===== src/rtl/spi_sram_master.sv =====
`timescale 1ns/1ps
// spi_sram_master
// Byte-wide SPI master (mode 0, MSB first) for a serial SRAM-style slave.
// One transfer = SETUP (CLK_DIV) + 8 SCK periods (16*CLK_DIV) + HOLD (CLK_DIV)
// + one DONE cycle. All pin outputs come from flops driven by the current FSM
// state, so they trail the internal state by one clock. That lag is what
// places done 18*CLK_DIV+1 cycles after the accepting edge.
//
// Ports
//   clk    in   system clock, rising edge
//   rst    in   synchronous active-high reset
//   start  in   request a transfer (honoured only in IDLE)
//   rw     in   1 = read, 0 = write
//   wdata  in   [7:0] byte to write
//   rdata  out  [7:0] last byte read
//   busy   out  transfer in progress
//   done   out  one-cycle completion pulse
//   cs     out  chip select, active low
//   sck    out  SPI clock, idles low
//   mosi   out  master out
//   miso   in   master in
//   opcode out  [2:0] 0 idle, 2 write, 3 read
module spi_sram_master #(
    parameter int CLK_DIV = 4
) (
    input  logic       clk,
    input  logic       rst,
    input  logic       start,
    input  logic       rw,
    input  logic [7:0] wdata,
    output logic [7:0] rdata,
    output logic       busy,
    output logic       done,
    output logic       cs,
    output logic       sck,
    output logic       mosi,
    input  logic       miso,
    output logic [2:0] opcode
);

    localparam logic [7:0] DIV_LAST = 8'(CLK_DIV - 1);

    typedef enum logic [2:0] {
        S_IDLE  = 3'd0,
        S_SETUP = 3'd1,
        S_XFER  = 3'd2,
        S_HOLD  = 3'd3,
        S_DONE  = 3'd4
    } state_t;

    state_t     r_state, w_state_nxt;
    logic [7:0] r_div;       // half-period counter, 0..CLK_DIV-1
    logic       r_phase_lo;  // XFER: 0 = SCK high half, 1 = SCK low half
    logic [2:0] r_bit;       // completed SCK periods, saturates at 7
    logic       r_rw;
    logic [7:0] r_tx;        // outgoing bits; zero for reads so mosi stays 0
    logic [7:0] r_shift;     // incoming bits
    logic [7:0] r_rdata;
    logic       r_busy, r_done, r_cs, r_sck, r_mosi;
    logic [2:0] r_opcode;

    logic       w_div_end, w_active, w_fall;
    logic       w_cs_nxt, w_sck_nxt, w_mosi_nxt;
    logic [2:0] w_op_nxt;

    assign w_div_end = (r_div == DIV_LAST);

    // Next-state logic
    always_comb begin
        w_state_nxt = r_state;
        case (r_state)
            S_IDLE:  if (start)     w_state_nxt = S_SETUP;
            S_SETUP: if (w_div_end) w_state_nxt = S_XFER;
            S_XFER:  if (w_div_end && r_phase_lo && r_bit == 3'd7)
                                    w_state_nxt = S_HOLD;
            S_HOLD:  if (w_div_end) w_state_nxt = S_DONE;
            S_DONE:                 w_state_nxt = S_IDLE;
            default:                w_state_nxt = S_IDLE;
        endcase
    end

    // Next values of the registered pins, derived from the current state
    always_comb begin
        w_active   = (r_state == S_SETUP) || (r_state == S_XFER) || (r_state == S_HOLD);
        w_cs_nxt   = ~w_active;
        w_sck_nxt  = (r_state == S_XFER) && !r_phase_lo;
        w_op_nxt   = w_active ? (r_rw ? 3'd3 : 3'd2) : 3'd0;
        // Pin-level falling edge: the slave's shift point and ours.
        w_fall     = r_sck && !w_sck_nxt;
        w_mosi_nxt = 1'b0;
        case (r_state)
            S_SETUP: w_mosi_nxt = r_tx[7];
            S_XFER:  w_mosi_nxt = w_fall ? r_tx[6] : r_mosi;
            default: w_mosi_nxt = 1'b0;
        endcase
    end

    always_ff @(posedge clk) begin
        if (rst) begin
            r_state    <= S_IDLE;
            r_div      <= 8'd0;
            r_phase_lo <= 1'b0;
            r_bit      <= 3'd0;
            r_rw       <= 1'b0;
            r_tx       <= 8'd0;
            r_shift    <= 8'd0;
            r_rdata    <= 8'd0;
            r_busy     <= 1'b0;
            r_done     <= 1'b0;
            r_cs       <= 1'b1;
            r_sck      <= 1'b0;
            r_mosi     <= 1'b0;
            r_opcode   <= 3'd0;
        end else begin
            r_state <= w_state_nxt;

            // Every timed phase ends on w_div_end, so one reset condition suffices.
            if (r_state == S_IDLE || r_state == S_DONE || w_div_end)
                r_div <= 8'd0;
            else
                r_div <= r_div + 8'd1;

            if (r_state == S_XFER) begin
                if (w_div_end) begin
                    r_phase_lo <= ~r_phase_lo;
                    if (r_phase_lo && r_bit != 3'd7)
                        r_bit <= r_bit + 3'd1;
                end
            end else begin
                r_phase_lo <= 1'b0;
                r_bit      <= 3'd0;
            end

            if (r_state == S_IDLE && start) begin
                r_rw <= rw;
                r_tx <= rw ? 8'd0 : wdata;
            end else if (w_fall) begin
                r_tx <= {r_tx[6:0], 1'b0};
                if (r_rw)
                    r_shift <= {r_shift[6:0], miso};
            end

            if (r_state == S_DONE && r_rw)
                r_rdata <= r_shift;

            r_busy   <= (r_state != S_IDLE);
            r_done   <= (r_state == S_DONE);
            r_cs     <= w_cs_nxt;
            r_sck    <= w_sck_nxt;
            r_mosi   <= w_mosi_nxt;
            r_opcode <= w_op_nxt;
        end
    end

    assign rdata  = r_rdata;
    assign busy   = r_busy;
    assign done   = r_done;
    assign cs     = r_cs;
    assign sck    = r_sck;
    assign mosi   = r_mosi;
    assign opcode = r_opcode;

endmodule

===== config.mk =====
export PLATFORM = sky130hd
export DESIGN_NAME = spi_sram_master
export DESIGN_NICKNAME = d
export VERILOG_FILES = /design/src/rtl/spi_sram_master.sv
export SDC_FILE = /design/constraint.sdc
export NUM_CORES = 1
export LEC_CHECK = 0
export ABC_AREA = 1
export BUFFER_PORTS_ARGS = -buffer_cell sky130_fd_sc_hd__buf_2
export CAP_MARGIN = 15
export CORE_ASPECT_RATIO = 0.75
export CORE_MARGIN = 5
export CORE_UTILIZATION = 55
export DETAILED_ROUTE_END_ITERATION = 16
export GPL_TIMING_DRIVEN = 0
export PLACE_DENSITY = 0.77
export SYNTH_ARGS = -nofsm -noshare
export SYNTH_HDL_FRONTEND = slang
export SYNTH_SLANG_ARGS = --single-unit

===== constraint.sdc =====
create_clock -name clk -period 1.7 [get_ports clk]
set_input_delay 0.085 -clock clk [delete_from_list [all_inputs] [get_ports clk]]
set_output_delay 0.085 -clock clk [all_outputs]
set_load 0.01 [all_outputs]

==> results.json <==
{
  "status": "finished, final reports clean",
  "synth_edf_count": 0,
  "synth_nets": 271,
  "clk_latency_ps": 290,
  "maxCapViolations": 0,
  "fin_tns_setup_ps": 0,
  "worst_slack_ps": 242,
  "path_cells": "nor2_4, nand3_4, nand2_1, nor2_4, inv_2, nor2_1, nor2_1",
  "worstSetupEndpointType": "flip-flop",
  "regArea_um2": 941,
  "fin_total_pwr_mw": 2.77,
  "synth_top_cell_by_area": "dfxtp_1",
  "num_vias": 1593,
  "fin_skew_ps": 7.01,
  "rows": 18,
  "period_minus_slack_ps": 1460,
  "drc": 0,
  "synth_top_area_share": 0.484,
  "p_per_area_nw_per_um2": 1250,
  "multiInputGateArea_um2": 853,
  "ys_async_sr_fraction": 0,
  "clock-sinks": 47,
  "grtUsageTotal": 0.165,
  "num-nets-final": 304,
  "firstDrtPassIters": 4,
  "path_clk_slew_ps": 80,
  "finalSetupViolCount": 0,
  "numPortBuffers": 26,
  "htreeDepth": 2,
  "via_per_inst": 4.86,
  "period_share": 0.858,
  "cpPeakStageDelay_ps": 470,
  "postCtsSetupBuffers": 0,
  "synth_commonest_cells": "48 x nand2_1, 47 x dfxtp_1, 40 x nor2_1",
  "synth_cell_types": 31,
  "initialDrtViolationCount": 92,
  "synth-seq-area-share": 0.484,
  "clock.fmax_mhz": 686,
  "initial_core_util": 0.579,
  "io-pin-count": 29,
  "synth-seq-cells": 47,
  "dp_hpwl_um": 2620,
  "cts_tree": "built",
  "yosys_warnings": 0,
  "antenna_found_initial": 0,
  "p_leak_nw": 0.968,
  "pre_cts_ws_ps": 263,
  "grt.overflow.total": 0,
  "wire_per_inst_um": 10.8,
  "clockRootBuffer": "clkbuf_8",
  "coreArea_um2": 3360,
  "cts_made_buffers": 5,
  "holdBufCountCts": 0,
  "start_kind": "flip-flop",
  "die_area_um2": 4830,
  "cp_max_fo": 9,
  "hold_path_class": "primary input to flip-flop",
  "n_antenna_cell": 0,
  "dpl.cell_count": 321,
  "worstSetupPathType": "flip-flop to flip-flop",
  "grt_pass1_wl_um": 6300,
  "ctsResizeCount": 0,
  "die_y_um": 61.5,
  "grt_max_degree": 14,
  "hold_viol_final": 0,
  "grt_pass1_vias": 1434,
  "routabilityCongestion": 0.824,
  "n_fill_cell": 313,
  "report.final.slew_viol_count": 0,
  "grt_setup_unrepaired": "no",
  "synth_cells": 255,
  "syn_area_per_cell_um2": 7.62,
  "stdcell_count": 328,
  "drive_above_1_share": 0.167,
  "wirelength_um": 3530,
  "placed_area_um2": 2120,
  "ant_nets": 0,
  "syn_to_final_growth_pct": 14.6,
  "critical_path.slowest_cell": "dfxtp_1",
  "netlist_area_um2": 1940,
  "arrival_ps": 1640,
  "cts.path.max_buffers": 2,
  "vdd_drop_max_v": 0.000916,
  "post-synth-top-count-cell": "nand2_1",
  "synth_area_leaders": "dfxtp_1 48%, nand2_1 9.3%, nor2_1 7.7%",
  "synthFlopType": "dfxtp_1",
  "crit_required_ps": 1880,
  "die_x_um": 78.6,
  "fin_area_um2": 2230
}
-- logic make-up (layout without fill, tap and decap cells) --
logic type	count (synthesis)	count (layout)	share of synthesized area
DFF	47	47	0.484
adders and majority gates	3	3	0.0193
xor gates and xnor gates	2	2	0.00902
buffers and inverters	35	68	0.0766
AOI/OAI and AO/OA	54	54	0.146
and+or+nand+nor	113	113	0.263
other	1	1	0.00193
-- layout by cell type, fill, tap and decap left out, types with 2 or more instances in the layout --
cell type,netlist,routed
a21oi_1,26,26
nor2_4,3,3
nand3b_1,3,3
buf_2,1,27
nand2_2,2,2
ha_1,3,3
clkbuf_8,0,5
o21ai_1,4,4
nand3_1,6,6
nand2_1,48,48
dfxtp_1,47,47
or2_2,2,2
nor2_1,40,40
xor2_1,2,2
inv_1,27,27
nor3_1,3,3
o21ai_0,22,22
clkbuf_1,2,3
-- final timing paths --
check                           cells after the start         end  slack, ps        from
worst max-delay path                                7  r_shift[3]        240  r_state[1]
worst min-delay path                                3  r_shift[0]         20        miso
worst max register to register                      7  r_shift[3]        240  r_state[1]
worst min register to register                      2    rdata[1]        450    rdata[1]
-- where the power goes --
part / switching [mW] / leakage, nW / internal [mW]
clock network: 0.332 / 0.0513 / 0.431
registers: 0.0911 / 0.381 / 1.22
logic: 0.448 / 0.536 / 0.253
-- through the flow --
stage	hold slack [ps]	utilization
6_report	22.2	0.663
5_1_grt	42.3	0.663
4_1_cts	21.9	0.663
3_5_place_dp	324	0.633
3_3_place_gp	321	0.633
2_1_floorplan	220	-
-- worst max-delay path, delay by kind of cell (launching register included) --
family,cells,cell delay (ps)
buffers and inverters,1,110
DFF,1,470
and+or+nand+nor,6,770
-- metal layers --
metal / global-route usage / vias up / routed length, um
met2: 0.262 / 32 / 1510
met5: 0 / - / 0
met1: 0.221 / 680 / 1770
met3: 0.0497 / 5 / 204
met4: 0.0449 / 0 / 38
li1: - / 876 / -
-- final cells by class --
| class | count | share of cell area |
|---|---|---|
| sequential | 47 | 0.423 |
| clock buffer | 6 | 0.0326 |
| timing repair buffer | 26 | 0.0585 |
| multi-input combinational | 173 | 0.383 |
| tap | 40 | 0.0225 |
| clock inverter | 1 | 0.0135 |
| inverter | 29 | 0.0512 |
| buffer | 6 | 0.0157 |
-- registers in the layout (all words and copies together) (netlist names) --
signal,flops
opcode,2
sck,1
r_bit,3
r_tx,8
r_phase_lo,1
r_state,3
busy,1
mosi,1
done,1
r_div,8
rdata,8
r_shift,8
r_rw,1
cs,1
(Power assumes the default switching activity.)
